<file path="src/rtl/sccb_pkg.sv">
// Shared definitions for the SCCB command-level master: op codes, FSM state
// encoding, quarter-bit indices, per-byte bit count and the pad output bundle.
// Ports: none (package).
package sccb_pkg;

    localparam int unsigned Q_W         = 2;
    localparam int unsigned BIT_W       = 4;
    localparam int unsigned BYTE_W      = 8;
    localparam int unsigned BIT_CNT_MAX = 9;   // 8 data bits + ACK/NA slot

    localparam logic [Q_W-1:0] Q0 = 2'd0;
    localparam logic [Q_W-1:0] Q1 = 2'd1;
    localparam logic [Q_W-1:0] Q2 = 2'd2;
    localparam logic [Q_W-1:0] Q3 = 2'd3;

    typedef enum logic [1:0] {
        SCCB_OP_START = 2'b00,
        SCCB_OP_WRITE = 2'b01,
        SCCB_OP_READ  = 2'b10,
        SCCB_OP_STOP  = 2'b11
    } sccb_op_e;

    typedef enum logic [2:0] {
        ST_IDLE  = 3'd0,
        ST_HOLD  = 3'd1,
        ST_START = 3'd2,
        ST_WRITE = 3'd3,
        ST_READ  = 3'd4,
        ST_STOP  = 3'd5
    } sccb_state_e;

    // Registered pad drive bundle
    typedef struct packed {
        logic sio_c;
        logic sio_d_oe;
        logic sccb_e;
    } sccb_pad_t;

    localparam sccb_pad_t PAD_IDLE = '{sio_c: 1'b1, sio_d_oe: 1'b0, sccb_e: 1'b1};

    // True when the bit counter points at the ACK/NA slot
    function automatic logic is_last_bit(input logic [BIT_W-1:0] bit_idx);
        return bit_idx == BIT_W'(BIT_CNT_MAX - 1);
    endfunction

endpackage

</file>
<file path="src/rtl/sccb_master_ctrl_if.sv">
// Command/response and pad signals of the SCCB master.
// master modport: the controller (drives ready/response/pads, reads command and sio_d_i).
// slave modport : the command source and pad model.
interface sccb_master_ctrl_if;

    logic       cmd_valid;
    logic       cmd_ready;
    logic [1:0] cmd_op;
    logic [7:0] cmd_data;
    logic       rsp_valid;
    logic [7:0] rsp_data;
    logic       rsp_err;
    logic       busy;
    logic       sio_c;
    logic       sio_d_i;
    logic       sio_d_oe;
    logic       sccb_e;

    modport master (
        input  cmd_valid, cmd_op, cmd_data, sio_d_i,
        output cmd_ready, rsp_valid, rsp_data, rsp_err, busy, sio_c, sio_d_oe, sccb_e
    );

    modport slave (
        output cmd_valid, cmd_op, cmd_data, sio_d_i,
        input  cmd_ready, rsp_valid, rsp_data, rsp_err, busy, sio_c, sio_d_oe, sccb_e
    );

endinterface

</file>
<file path="src/rtl/sccb_tick_gen.sv">
// Quarter-bit tick generator: o_tick_c is high for one cycle every CLK_DIV cycles.
// Ports: sys_clk, rst (async, active-high), i_clr (restart count, e.g. on accept),
//        o_tick_c (combinational decode of the counter).
module sccb_tick_gen #(
    parameter int unsigned CLK_DIV = 100
) (
    input  logic sys_clk,
    input  logic rst,
    input  logic i_clr,
    output logic o_tick_c
);

    localparam int unsigned CNT_W = (CLK_DIV > 1) ? $clog2(CLK_DIV) : 1;
    localparam logic [CNT_W-1:0] CNT_LAST = CNT_W'(CLK_DIV - 1);

    logic [CNT_W-1:0] r_cnt;

    assign o_tick_c = (r_cnt == CNT_LAST);

    // Divider counter; restart aligns quarter 0 to the cycle after accept
    always_ff @(posedge sys_clk or posedge rst) begin
        if (rst) begin
            r_cnt <= '0;
        end else if (i_clr || o_tick_c) begin
            r_cnt <= '0;
        end else begin
            r_cnt <= r_cnt + CNT_W'(1);
        end
    end

endmodule

</file>
<file path="src/rtl/sccb_master_ctrl.sv">
// SCCB (3-wire) command-level master: START, WRITE byte, READ byte, STOP.
// Each bit is four quarters of CLK_DIV cycles; all pad and response outputs registered.
// Ports: sys_clk, rst (async, active-high), bus (sccb_master_ctrl_if.master):
//   cmd_valid/cmd_ready/cmd_op/cmd_data  command handshake
//   rsp_valid/rsp_data/rsp_err           one-cycle completion response
//   busy                                 inverse of cmd_ready
//   sio_c, sio_d_oe, sccb_e, sio_d_i     pad side
// Optional macro: SCCB_ACK_CHECK_EN - WRITE samples the ACK slot, a 1 reports rsp_err.
module sccb_master_ctrl
    import sccb_pkg::*;
#(
    parameter int unsigned CLK_DIV = 100
) (
    input  logic               sys_clk,
    input  logic               rst,
    sccb_master_ctrl_if.master bus
);

    sccb_state_e       r_state, w_state_nxt;
    logic [Q_W-1:0]    r_q, w_q_nxt;
    logic [BIT_W-1:0]  r_bit, w_bit_nxt;
    logic [BYTE_W-1:0] r_tx, w_tx_nxt;
    logic [BYTE_W-1:0] r_rx, w_rx_nxt;
    logic              r_ready, w_ready_nxt;
    logic              r_busy;
    logic              r_rsp_valid, w_rsp_valid_nxt;
    logic [BYTE_W-1:0] r_rsp_data, w_rsp_data_nxt;
    logic              r_rsp_err, w_rsp_err_nxt;
    sccb_pad_t         r_pad, w_pad_nxt;
`ifdef SCCB_ACK_CHECK_EN
    logic              r_nack, w_nack_nxt;
`endif

    logic     w_accept;
    logic     w_tick;
    logic     w_illegal;
    sccb_op_e w_op;

    assign w_op      = sccb_op_e'(bus.cmd_op);
    assign w_accept  = bus.cmd_valid && r_ready;
    assign w_illegal = (r_state == ST_IDLE) && (w_op != SCCB_OP_START);

    sccb_tick_gen #(.CLK_DIV(CLK_DIV)) u_tick (
        .sys_clk  (sys_clk),
        .rst      (rst),
        .i_clr    (w_accept),
        .o_tick_c (w_tick)
    );

    // Next state, counters, shift registers and registered outputs
    always_comb begin
        w_state_nxt     = r_state;
        w_q_nxt         = r_q;
        w_bit_nxt       = r_bit;
        w_tx_nxt        = r_tx;
        w_rx_nxt        = r_rx;
        w_ready_nxt     = r_ready;
        w_rsp_valid_nxt = 1'b0;
        w_rsp_data_nxt  = r_rsp_data;
        w_rsp_err_nxt   = r_rsp_err;
        w_pad_nxt       = r_pad;
`ifdef SCCB_ACK_CHECK_EN
        w_nack_nxt      = r_nack;
`endif

        case (r_state)
            ST_IDLE, ST_HOLD: begin
                if (w_accept) begin
                    w_q_nxt   = Q0;
                    w_bit_nxt = '0;
                    if (w_illegal) begin
                        // No bus activity, immediate error response
                        w_rsp_valid_nxt = 1'b1;
                        w_rsp_data_nxt  = '0;
                        w_rsp_err_nxt   = 1'b1;
                    end else begin
                        w_ready_nxt = 1'b0;
                        case (w_op)
                            SCCB_OP_START: begin
                                w_state_nxt = ST_START;
                                w_pad_nxt   = '{sio_c: 1'b0, sio_d_oe: 1'b0, sccb_e: 1'b0};
                            end
                            SCCB_OP_WRITE: begin
                                w_state_nxt = ST_WRITE;
                                w_tx_nxt    = bus.cmd_data;
                                w_pad_nxt   = '{sio_c: 1'b0, sio_d_oe: ~bus.cmd_data[7], sccb_e: 1'b0};
`ifdef SCCB_ACK_CHECK_EN
                                w_nack_nxt  = 1'b0;
`endif
                            end
                            SCCB_OP_READ: begin
                                w_state_nxt = ST_READ;
                                w_rx_nxt    = '0;
                                w_pad_nxt   = '{sio_c: 1'b0, sio_d_oe: 1'b0, sccb_e: 1'b0};
                            end
                            default: begin
                                w_state_nxt = ST_STOP;
                                w_pad_nxt   = '{sio_c: 1'b0, sio_d_oe: 1'b1, sccb_e: 1'b0};
                            end
                        endcase
                    end
                end
            end

            ST_START: begin
                if (w_tick) begin
                    case (r_q)
                        Q0: begin w_q_nxt = Q1; w_pad_nxt.sio_c = 1'b1; end
                        Q1: begin w_q_nxt = Q2; w_pad_nxt.sio_d_oe = 1'b1; end   // SIO_D falls with SIO_C high
                        Q2: begin w_q_nxt = Q3; w_pad_nxt.sio_c = 1'b0; end
                        default: begin
                            w_q_nxt         = Q0;
                            w_state_nxt     = ST_HOLD;
                            w_ready_nxt     = 1'b1;
                            w_rsp_valid_nxt = 1'b1;
                            w_rsp_data_nxt  = '0;
                            w_rsp_err_nxt   = 1'b0;
                        end
                    endcase
                end
            end

            ST_STOP: begin
                if (w_tick) begin
                    case (r_q)
                        Q0: begin w_q_nxt = Q1; w_pad_nxt.sio_c = 1'b1; end
                        Q1: begin w_q_nxt = Q2; w_pad_nxt.sio_d_oe = 1'b0; end   // SIO_D rises with SIO_C high
                        Q2: begin w_q_nxt = Q3; w_pad_nxt.sccb_e = 1'b1; end
                        default: begin
                            w_q_nxt         = Q0;
                            w_state_nxt     = ST_IDLE;
                            w_ready_nxt     = 1'b1;
                            w_rsp_valid_nxt = 1'b1;
                            w_rsp_data_nxt  = '0;
                            w_rsp_err_nxt   = 1'b0;
                        end
                    endcase
                end
            end

            ST_WRITE, ST_READ: begin
                if (w_tick) begin
                    case (r_q)
                        Q0: begin w_q_nxt = Q1; w_pad_nxt.sio_c = 1'b1; end
                        Q1: begin w_q_nxt = Q2; end
                        Q2: begin
                            // Last cycle of q2 is the sample point
                            w_q_nxt         = Q3;
                            w_pad_nxt.sio_c = 1'b0;
                            if ((r_state == ST_READ) && !is_last_bit(r_bit)) begin
                                w_rx_nxt = {r_rx[BYTE_W-2:0], bus.sio_d_i};
                            end
`ifdef SCCB_ACK_CHECK_EN
                            if ((r_state == ST_WRITE) && is_last_bit(r_bit)) begin
                                w_nack_nxt = bus.sio_d_i;
                            end
`endif
                        end
                        default: begin
                            w_q_nxt = Q0;
                            if (is_last_bit(r_bit)) begin
                                w_state_nxt     = ST_HOLD;
                                w_ready_nxt     = 1'b1;
                                w_rsp_valid_nxt = 1'b1;
                                w_rsp_data_nxt  = (r_state == ST_READ) ? r_rx : '0;
`ifdef SCCB_ACK_CHECK_EN
                                w_rsp_err_nxt   = (r_state == ST_WRITE) && r_nack;
`else
                                w_rsp_err_nxt   = 1'b0;
`endif
                            end else begin
                                // Next slot: the ACK/NA slot (bit 9) always releases SIO_D
                                w_bit_nxt          = r_bit + BIT_W'(1);
                                w_tx_nxt           = {r_tx[BYTE_W-2:0], 1'b0};
                                w_pad_nxt.sio_d_oe = (r_state == ST_WRITE) &&
                                                     !is_last_bit(r_bit + BIT_W'(1)) && !r_tx[BYTE_W-2];
                            end
                        end
                    endcase
                end
            end

            default: begin
                w_state_nxt = ST_IDLE;
                w_ready_nxt = 1'b1;
                w_pad_nxt   = PAD_IDLE;
            end
        endcase
    end

    // State and output registers
    always_ff @(posedge sys_clk or posedge rst) begin
        if (rst) begin
            r_state     <= ST_IDLE;
            r_q         <= Q0;
            r_bit       <= '0;
            r_tx        <= '0;
            r_rx        <= '0;
            r_ready     <= 1'b1;
            r_busy      <= 1'b0;
            r_rsp_valid <= 1'b0;
            r_rsp_data  <= '0;
            r_rsp_err   <= 1'b0;
            r_pad       <= PAD_IDLE;
`ifdef SCCB_ACK_CHECK_EN
            r_nack      <= 1'b0;
`endif
        end else begin
            r_state     <= w_state_nxt;
            r_q         <= w_q_nxt;
            r_bit       <= w_bit_nxt;
            r_tx        <= w_tx_nxt;
            r_rx        <= w_rx_nxt;
            r_ready     <= w_ready_nxt;
            r_busy      <= ~w_ready_nxt;
            r_rsp_valid <= w_rsp_valid_nxt;
            r_rsp_data  <= w_rsp_data_nxt;
            r_rsp_err   <= w_rsp_err_nxt;
            r_pad       <= w_pad_nxt;
`ifdef SCCB_ACK_CHECK_EN
            r_nack      <= w_nack_nxt;
`endif
        end
    end

    assign bus.cmd_ready = r_ready;
    assign bus.busy      = r_busy;
    assign bus.rsp_valid = r_rsp_valid;
    assign bus.rsp_data  = r_rsp_data;
    assign bus.rsp_err   = r_rsp_err;
    assign bus.sio_c     = r_pad.sio_c;
    assign bus.sio_d_oe  = r_pad.sio_d_oe;
    assign bus.sccb_e    = r_pad.sccb_e;

endmodule

</file>
<file path="src/flat_wrapper.sv">
// flat-port wrapper written by rule: the top's interface ports become plain ports
module sccb_master_ctrl_flat import sccb_pkg::*;
#(
    parameter int unsigned CLK_DIV = 100
)
  (sys_clk, rst, bus_cmd_valid, bus_cmd_op, bus_cmd_data, bus_sio_d_i, bus_cmd_ready, bus_rsp_valid, bus_rsp_data, bus_rsp_err, bus_busy, bus_sio_c, bus_sio_d_oe, bus_sccb_e);
  sccb_master_ctrl_if bus_i ();
  input  logic sys_clk;
  input  logic rst;
  input wire logic [$bits(bus_i.cmd_valid)-1:0] bus_cmd_valid;
  input wire logic [$bits(bus_i.cmd_op)-1:0] bus_cmd_op;
  input wire logic [$bits(bus_i.cmd_data)-1:0] bus_cmd_data;
  input wire logic [$bits(bus_i.sio_d_i)-1:0] bus_sio_d_i;
  output wire logic [$bits(bus_i.cmd_ready)-1:0] bus_cmd_ready;
  output wire logic [$bits(bus_i.rsp_valid)-1:0] bus_rsp_valid;
  output wire logic [$bits(bus_i.rsp_data)-1:0] bus_rsp_data;
  output wire logic [$bits(bus_i.rsp_err)-1:0] bus_rsp_err;
  output wire logic [$bits(bus_i.busy)-1:0] bus_busy;
  output wire logic [$bits(bus_i.sio_c)-1:0] bus_sio_c;
  output wire logic [$bits(bus_i.sio_d_oe)-1:0] bus_sio_d_oe;
  output wire logic [$bits(bus_i.sccb_e)-1:0] bus_sccb_e;
  assign bus_i.cmd_valid = bus_cmd_valid;
  assign bus_i.cmd_op = bus_cmd_op;
  assign bus_i.cmd_data = bus_cmd_data;
  assign bus_i.sio_d_i = bus_sio_d_i;
  assign bus_cmd_ready = bus_i.cmd_ready;
  assign bus_rsp_valid = bus_i.rsp_valid;
  assign bus_rsp_data = bus_i.rsp_data;
  assign bus_rsp_err = bus_i.rsp_err;
  assign bus_busy = bus_i.busy;
  assign bus_sio_c = bus_i.sio_c;
  assign bus_sio_d_oe = bus_i.sio_d_oe;
  assign bus_sccb_e = bus_i.sccb_e;
  sccb_master_ctrl #(.CLK_DIV(CLK_DIV)) u_core (.sys_clk(sys_clk), .rst(rst), .bus(bus_i));
endmodule
</file>
<file path="config.mk">
export PLATFORM = sky130hd
export DESIGN_NAME = sccb_master_ctrl_flat
export DESIGN_NICKNAME = d
export VERILOG_FILES = /design/src/rtl/sccb_pkg.sv /design/src/rtl/sccb_master_ctrl_if.sv /design/src/rtl/sccb_tick_gen.sv /design/src/rtl/sccb_master_ctrl.sv /design/src/flat_wrapper.sv
export SDC_FILE = /design/constraint.sdc
export NUM_CORES = 1
export LEC_CHECK = 0
export ABC_AREA = 1
export CORE_MARGIN = 8
export CORE_UTILIZATION = 45
export DETAILED_ROUTE_END_ITERATION = 6
export GPL_ROUTABILITY_DRIVEN = 1
export PLACE_DENSITY = 0.64
export SLEW_MARGIN = 10
export SYNTH_ARGS = -nofsm -noshare
export SYNTH_HDL_FRONTEND = slang
export SYNTH_SLANG_ARGS = --single-unit
</file>
<file path="constraint.sdc">
create_clock -name sys_clk -period 2.1 [get_ports sys_clk]
set_clock_uncertainty 0.15 [all_clocks]
set_input_delay 0.42 -clock sys_clk [delete_from_list [all_inputs] [get_ports sys_clk]]
set_output_delay 0.42 -clock sys_clk [all_outputs]
set_load 0.02 [all_outputs]
</file>
After elaboration in Yosys (flattened, before gate mapping) --
Cells that the tools add are included. Widths: inputs -> output; s select.
Storage, ports and cells: register bits after elaboration 46
Cells by class: reductions and logical operators 32, mux-type cells 83, equality and inequality tests 34, add/sub/neg operators 2, bitwise gates (word level) 3
Operators with widths (count):
- $mux 8 | 14
- $mux 7 | 7
- $mux 3 | 12
- $ne 2x2->1 const B | 17
- $mux 1 | 27
- $pmux 8 s3 | 1
- $reduce_and 9->1 | 2
- $mux 4 | 4
- $pmux 8 s2 | 1
- $pmux 7 s2 | 1
- $reduce_and 7->1 | 2
- $pmux 1 s3 | 4
- $pmux 3 s4 | 1
- $ne 2x1->1 const B | 5
- $reduce_and 5->1 | 2
- $pmux 3 s3 | 1
- $eq 4x4->1 const B | 2
- $mux 2 | 4
- $pmux 2 s2 | 2
- $pmux 2 s4 | 1
- $pmux 4 s2 | 1
- $reduce_and 8->1 | 1
- $reduce_or 2->1 | 4
- $add 7x1->7 const B | 1
- 21 further kinds | 37

Depth between registers and ports, before layout --
Gate-level depths: netlist (run 1).
word-level depth 9, gate-level depth with buffers 12, gate-level depth less buffers 11

Modules after synthesis --
A second synthesis (run 1) with hierarchy kept.
Unflattened totals: cells, all modules 364, area total of the unflattened synthesis 2702.6 um2
Modules (own cells, without submodules):
- sccb_master_ctrl | cells each 321, area an instance 2331.0 um2, seq. area each 979.7 um2, times used 1
- sccb_tick_gen | cells each 43, area an instance 371.6 um2, seq. area each 175.2 um2, times used 1

Worst setup path after synthesis (run 1) --
OpenSTA, ideal clock, no wires.
kind register -> register, start register u_core.u_tick.r_cnt[0], end register u_core.r_rsp_data[0] (netlist: u_core.bus.rsp_data[0]), cell stages (with the launch flop) 11, slack 356 ps, arrival time 1477 ps, path buffers 0, required time 1833 ps, cell sequence dfrtp_1 > ha_1 > nand2_1 > inv_1 > nand3_1 > nand2_1 > nand2_1 > nor2_8 > nand2_4 > nand2_1 > nand2_1
On the way: cells in the longest elaborated chain, start to end 3, elaborated cells on any way between the ends 4, classes of those cells 3 x eq/ne; 1 x reduce/logical
RTL lines:
- from (decl) | line sccb_tick_gen.sv:16 | logic [CNT_W-1:0] r_cnt;
- from (signal assigned) | line sccb_tick_gen.sv:27 | r_cnt <= r_cnt + CNT_W'(1);
- $eq 7x7->1 (*) | line sccb_tick_gen.sv:18 | assign o_tick_c = (r_cnt == CNT_LAST);
- $ne 2x2->1 (no line) / $ne 2x1->1 (equally long branches)
- $reduce_and 8->1 (no line) (*)
- to (signal assigned) | line sccb_master_ctrl.sv:217 | r_rsp_data <= w_rsp_data_nxt;
- to (decl) | line sccb_master_ctrl.sv:27 | logic [BYTE_W-1:0] r_rsp_data, w_rsp_data_nxt;
Mark *: on every way between the ends. The rest lies on a longest branch, timed or not. A chain may end at the register's enable or synchronous reset.

Worst setup path after layout (run 1) --
start register u_core.r_ready (netlist: u_core.bus.cmd_ready), end output bus_cmd_ready
RTL lines:
- from (decl) | line sccb_master_ctrl.sv:24 | logic r_ready, w_ready_nxt;
- from (signal assigned) | line sccb_master_ctrl.sv:214 | r_ready <= w_ready_nxt;
- to (decl) | line flat_wrapper.sv:14 | output wire logic [$bits(bus_i.cmd_ready)-1:0] bus_cmd_ready;
No word-level cell between the ends.

==> metrics.md, run 1 <==
| Metric | Value |
|---|---|
| CTS tree | built |
| Crit-path cells | clkdlybuf4s50_1 |
| CP max-delay cell | clkdlybuf4s50_1 |
| Setup Buffers After CTS | 0 |
| Reg power frac | roughly 28% |
| Final Util | a little over half |
| Clk pwr share | about 14% |
| Share of cells above drive strength 1 | between 10% and 20% |
| Clock Tree Buf Depth | 2 |
| Total gr overflow | 0 |
| Final setup violating endpoints | 0 |
| Number of buffers added on ports | 28 |
| Hold buffers post-CTS | 0 |
| Floorplan core area | approximately 0.0062 mm2 |
| Worst vdd ir | 0.612 mV |
| Clk sinks | 46 |
| Initial antenna violation count | 0 |
| CP Buf/Inv Count | 1 |
| Worst hold path class | input pin to asynchronous set/reset pin |
| Power Density | around 1400 mW/mm2 |
| P&R area growth vs syn | 18.1% |
| Worst slew pin tran | 441 ps |
| Num CTS Buffers | 5 |
| NetSw | around 0.0023 W |
| Tmin final | a little over 2000 ps |
| Die span in x | roughly 95 um |
| Worst slew margin | slightly above 70% |
| Crit path kind | flip-flop to primary output |
| Dominant synthesized flop cell | dfrtp_1 |
| Final setup TNS | 0 ps |
| Final Hold Fails | 0 |
| # H-tree levels | 2 |
| Die area | between 0.009 and 0.01 mm2 |
| I/O Pins | 29 |
| Synth Instances | between 300 and 400 |
| Largest net degree at the start of global routing | 28 |
| Maximum fanout along the worst path | 4 |
| Commonest non-fill, non-tap cell in the layout | nand2_1 |
| Die Y | around 95 um |
| Int Pwr | ~0.0024 W |
| Max_cap viols | 0 |
| Residual DRC count | 0 |
| CP Depth | 1 |
| Setup WS pre-CTS | about 48 ps |
| Ant diodes | 0 |
| Final net count | about 430 |
| Routed via count | ~2,400 |
| Setup crit start kind | flip-flop |
| RSZ-0062 raised after global routing | no |
| Worst skew pair latency | roughly 300 ps |
| Routed wire length | 5880 um |
| Status | complete, no violations |
| Number of global-route vias before repair | 2,201 |
| Syn avg cell area | ~7.5 um2 |
| Fillers | between 600 and 700 |
| Leakage power | between 1.5 and 2 nW |
| Post-detailed-route wirelength per cell | between 10 and 15 um |
| Logic pwr share | 57.4% |
| Register bit total from synthesis | 46 |
| Commonest non-fill, non-tap cells in the layout | nand2_1 (121), inv_1 (44), nor2_1 (44) |
| Tot GR Track Use | 14.1% |
| Antenna violation net count after detailed routing | 0 |
| Top delay family on crit path | buffers and inverters |
| Largest stage delay, worst path | just over 600 ps |
| Final hold slack | just under 300 ps |
| Asr flop ratio synth | between 90% and 100% |
| Syn nets | just under 400 |
| Sw Ratio | between 40% and 50% |
| Worst path arrival time | roughly 1500 ps |
| Worst R2R Path Depth | 9 |
| Final Slew Violations | 0 |
| EDFF count, synth | 0 |
| Num rows | 29 |
| Fin crit share | a little over nine tenths |
| Max Fclk | approximately 490 MHz |
| Clk root buf | clkbuf_8 |
| Yosys warns | 0 |
| First DRT Iteration DRCs | just under 100 |
| Tot Pwr | about 0.0047 W |
| Synthesized area | about 0.0028 mm2 |
| Post-cts resize count | 0 |
| DP Wirelength | between 4000 and 5000 um |
| Worst Path Required | 1530 ps |
| Initial core utilization | approximately 46% |
| Distinct cells, synth | 31 |
| GPL Wtd Cong | approximately 0.85 |
| Sequential area share after synthesis | between 40 and 50% |
| CP Capture Type | primary output |
| Iteration count of the initial detailed-routing pass | 4 |
| Worst-path clk slew | ~90 ps |
| PnR worst setup slack | 55.0 ps |
| Global-route wire length before repair | around 10,000 um |
| Vias per cell | a little under 5 |
[cell families (layout without fill, tap and decap cells)]
logic type	Yosys count	after routing	share of synthesized area (%)
AO/OA/AOI/OAI	26	26	5.36
XOR/XNOR	2	2	0.620
adder cells (fa/ha/maj)	7	7	3.10
buffers and inverters	54	91	8.32
flip-flops	46	46	40.9
AND/OR/NAND/NOR	242	242	41.7
[layout make-up]
cell class,count,area (um2),share of cell area [%]
multi-input combinational,277,1440,43.2
sequential,46,1150,34.6
timing repair buffer,34,350,10.5
inverter,49,184,5.51
tap,77,96.3,2.88
clock buffer,5,68.8,2.06
clock inverter,3,43.8,1.31
[synth_stat cells, types with 2 or more instances]
master,n,share of area [%]
nor2_8,2,1.4
nor2_2,3,0.66
inv_2,4,0.53
dfrtp_1,43,38
inv_1,45,6.0
nor3_1,2,0.35
dfstp_2,3,2.8
nand2_1,121,16
o21ai_0,5,0.89
o21bai_1,8,2.1
ha_1,7,3.1
nand2_2,7,1.5
a21oi_1,5,0.89
nor2_1,44,5.8
nor2_4,5,2.0
o21ai_1,7,1.2
nand2_8,2,1.4
nor3b_1,2,0.53
nand3b_1,3,0.80
nand3_1,41,7.3
nand2_4,7,2.8
buf_4,2,0.53
[per-stage QoR]
stage	cells	area, um2
6_report	491	3340
5_1_grt	491	3340
4_1_cts	491	3330
3_5_place_dp	483	3220
3_3_place_gp	483	3220
2_1_floorplan	377	2830
[path summary, 6_finish.rpt]
kind	startpoint	endpoint	slack, ps
hold / removal	rst	u_core.u_tick.r_cnt[1]	290
setup / recovery	u_core.bus.cmd_ready	bus_cmd_ready	50
max in group asynchronous	rst	u_core.r_bit[3]	1020
hold reg to reg	u_core.bus.sccb_e	u_core.bus.sccb_e	320
setup reg to reg	u_core.r_state[2]	u_core.bus.rsp_err	200
min in group sys_clk	u_core.bus.sccb_e	u_core.bus.sccb_e	320
[flip-flops by register name, summed over array words and instances, names as in the netlist]
| register | cells |
|---|---|
| u_core.bus.cmd_ready | 1 |
| u_core.r_rx | 8 |
| u_core.bus.sio_d_oe | 1 |
| u_core.r_tx | 7 |
| u_core.r_bit | 4 |
| u_core.bus.rsp_valid | 1 |
| u_core.bus.sccb_e | 1 |
| u_core.bus.sio_c | 1 |
| u_core.r_q | 2 |
| u_core.r_state | 3 |
| u_core.bus.busy | 1 |
| u_core.bus.rsp_err | 1 |
| u_core.bus.rsp_data | 8 |
| u_core.u_tick.r_cnt | 7 |
[layer usage]
layer / GRT usage, % / share of wire, %
met1: 19.6 / 49
met2: 21.7 / 44
met3: 2.99 / 6.8
met4: 3.90 / 0.68
met5: 0 / 0
[power groups by stage]
stage / Combinational, W / Clock (W) / Sequential, W
floorplan: 0.00209 / 0 / 0.00139
global placement: 0.00269 / 0 / 0.00135
detailed placement: 0.00273 / 0 / 0.00136
CTS: 0.00274 / 0.000698 / 0.00134
global route: 0.00307 / 0.000724 / 0.00138
finish: 0.00272 / 0.000682 / 0.00134
Power figures use the tool's default switching activity.
==> run 2: changes to the inputs <==
Settings changed: CELL_PAD_IN_SITES_DETAIL_PLACEMENT from default to 0, CELL_PAD_IN_SITES_GLOBAL_PLACEMENT from default to 1, CORE_UTILIZATION 45 to 42, PLACE_DENSITY 0.64 to 0.78.
==> metrics.md, run 2 (synthesized netlist as in run 1, its figures left out) <==
| Metric | Value |
|---|---|
| Total gr overflow | 0 |
| Antenna violation net count after detailed routing | 0 |
| Tmin final | around 2000 ps |
| Worst vdd ir | roughly 0.53 mV |
| Sw Ratio | 49.9% |
| Vias per cell | about 4.7 |
| CP Depth | 1 |
| CP Capture Type | primary output |
| Residual DRC count | 0 |
| Largest stage delay, worst path | approximately 600 ps |
| Power Density | between 1000 and 1500 mW/mm2 |
| Routed wire length | roughly 6000 um |
| Worst Path Required | approximately 1500 ps |
| I/O Pins | 29 |
| Worst path arrival time | about 1500 ps |
| Reg2reg end | u_core.r_rx[4] |
| Crit-path cells | clkdlybuf4s50_1 |
| Tot Pwr | roughly 0.0047 W |
| CP max-delay cell | clkdlybuf4s50_1 |
| Worst setup endpoint | bus_sio_c |
| Reg power frac | ~28% |
| Initial core utilization | a little over two fifths |
| PnR worst setup slack | about 82 ps |
| Clk sinks | 46 |
| Final Slew Violations | 0 |
| Fin crit share | 96.1% |
| Iteration count of the initial detailed-routing pass | 4 |
| RSZ-0062 raised after global routing | no |
| First DRT Iteration DRCs | roughly 100 |
| CP Buf/Inv Count | 1 |
| Leakage power | 1.75 nW |
| Initial antenna violation count | 0 |
| Int Pwr | approximately 0.0024 W |
| # H-tree levels | 2 |
| Worst slew margin | 73.4% |
| Crit path kind | flip-flop to primary output |
| Num CTS Buffers | 5 |
| Maximum fanout along the worst path | 3 |
| Worst hold path class | input pin to asynchronous set/reset pin |
| DP Wirelength | 4660 um |
| Number of buffers added on ports | 28 |
| Status | complete, no violations |
| Setup WS pre-CTS | 12.6 ps |
| Post-detailed-route wirelength per cell | 12.3 um |
| Post-place instance area | 0.00323 mm2 |
| Floorplan core area | approximately 0.0066 mm2 |
| Commonest non-fill, non-tap cells in the layout | nand2_1 (121), inv_1 (44), nor2_1 (44) |
| Setup crit start kind | flip-flop |
| NetSw | between 0.002 and 0.0025 W |
| CTS tree | built |
| Clk root buf | clkbuf_8 |
| P&R area growth vs syn | 19.1% |
| Routed via count | approximately 2,400 |
| Global-route wire length before repair | around 11,000 um |
| Design area | 0.00337 mm2 |
| Share of cells above drive strength 1 | roughly an eighth |
| Number of global-route vias before repair | between 2,000 and 2,500 |
| Final net count | 440 |
| Num rows | 30 |
| Largest net degree at the start of global routing | 24 |
| Fillers | 663 |
| Die Y | ~100 um |
| Clock Tree Buf Depth | 2 |
| CP startpoint | u_core.bus.sio_c |
| Top delay family on crit path | buffers and inverters |
| Die span in x | 98.0 um |
| GPL Wtd Cong | 0.808 |
| Reg2Reg Launch Point | u_core.r_state[2] |
| Clk pwr share | 12.3% |
| Hold buffers post-CTS | 0 |
| Max_cap viols | 0 |
| Commonest non-fill, non-tap cell in the layout | nand2_1 |
| Worst skew pair latency | roughly 300 ps |
| Final setup violating endpoints | 0 |
| Die area | 0.00961 mm2 |
| Final setup TNS | 0 ps |
| Worst R2R Path Depth | 10 |
| Logic pwr share | 59.3% |
| Ant diodes | 0 |
| Tot GR Track Use | 13.5% |
| Final Hold Fails | 0 |
| Worst slew pin tran | about 400 ps |
| Worst-path clk slew | about 90 ps |
| Register-to-register setup slack | between 150 and 200 ps |
| Max Fclk | 496 MHz |
run 2: area by class of cell:
class                           instances  area, um2  area share, %
Sequential cell                        46       1150           34.3
Multi-Input combinational cell        277       1450           43.1
Clock inverter                          3       23.8          0.706
Timing Repair Buffer                   40        385           11.4
Tap cell                               80        100           2.97
Clock buffer                            5       68.8           2.04
Inverter                               49        184           5.46
run 2: worst min path at each step:
stage	to	slack (ps)	cells past startpoint
after floorplan	u_core.u_tick.r_cnt[0]	280	1
after global placement	u_core.bus.sccb_e	300	2
after detailed placement	u_core.bus.sccb_e	300	2
after CTS	u_core.bus.busy	280	2
after global routing	u_core.u_tick.r_cnt[0]	300	2
final	u_core.u_tick.r_cnt[0]	270	2
run 2: metal layers:
| layer | share of wire, % | global-route usage, % | routed length [um] |
|---|---|---|---|
| met1 | 50 | 17.4 | 3070 |
| met2 | 44 | 21.5 | 2710 |
| met3 | 4.4 | 3.27 | 271 |
| met4 | 1.2 | 4.20 | 75 |
| met5 | 0 | 0 | 0 |
run 2: timing repair:
action | CTS | global route
resized for setup | 0 | 3
setup endpoints to repair | 0 | 24
buffers inserted | 0 | 4
run 2: power by group through the flow:
stage	sequential, W	clock (W)	combinational, W
after floorplan	0.00139	0	0.00209
after global placement	0.00135	0	0.00269
after detailed placement	0.00136	0	0.00271
after CTS	0.00134	0.000594	0.00272
after global routing	0.00137	0.000629	0.00312
final	0.00134	0.000580	0.00279
run 2: through the flow:
step / std cells / hold WS (ps) / util [%]
after floorplan: 377 / 283 / -
after global routing: 500 / 301 / 50.7
after CTS: 496 / 278 / 50.0
final: 500 / 267 / 50.7
after global placement: 488 / 301 / 48.6
after detailed placement: 488 / 302 / 48.6
==> run 3: changes to the inputs <==
Settings changed: CTS_CLUSTER_SIZE from default to 14.
==> results of run 3 <==
Final layout, timing and power as in run 2 (identical DEF).
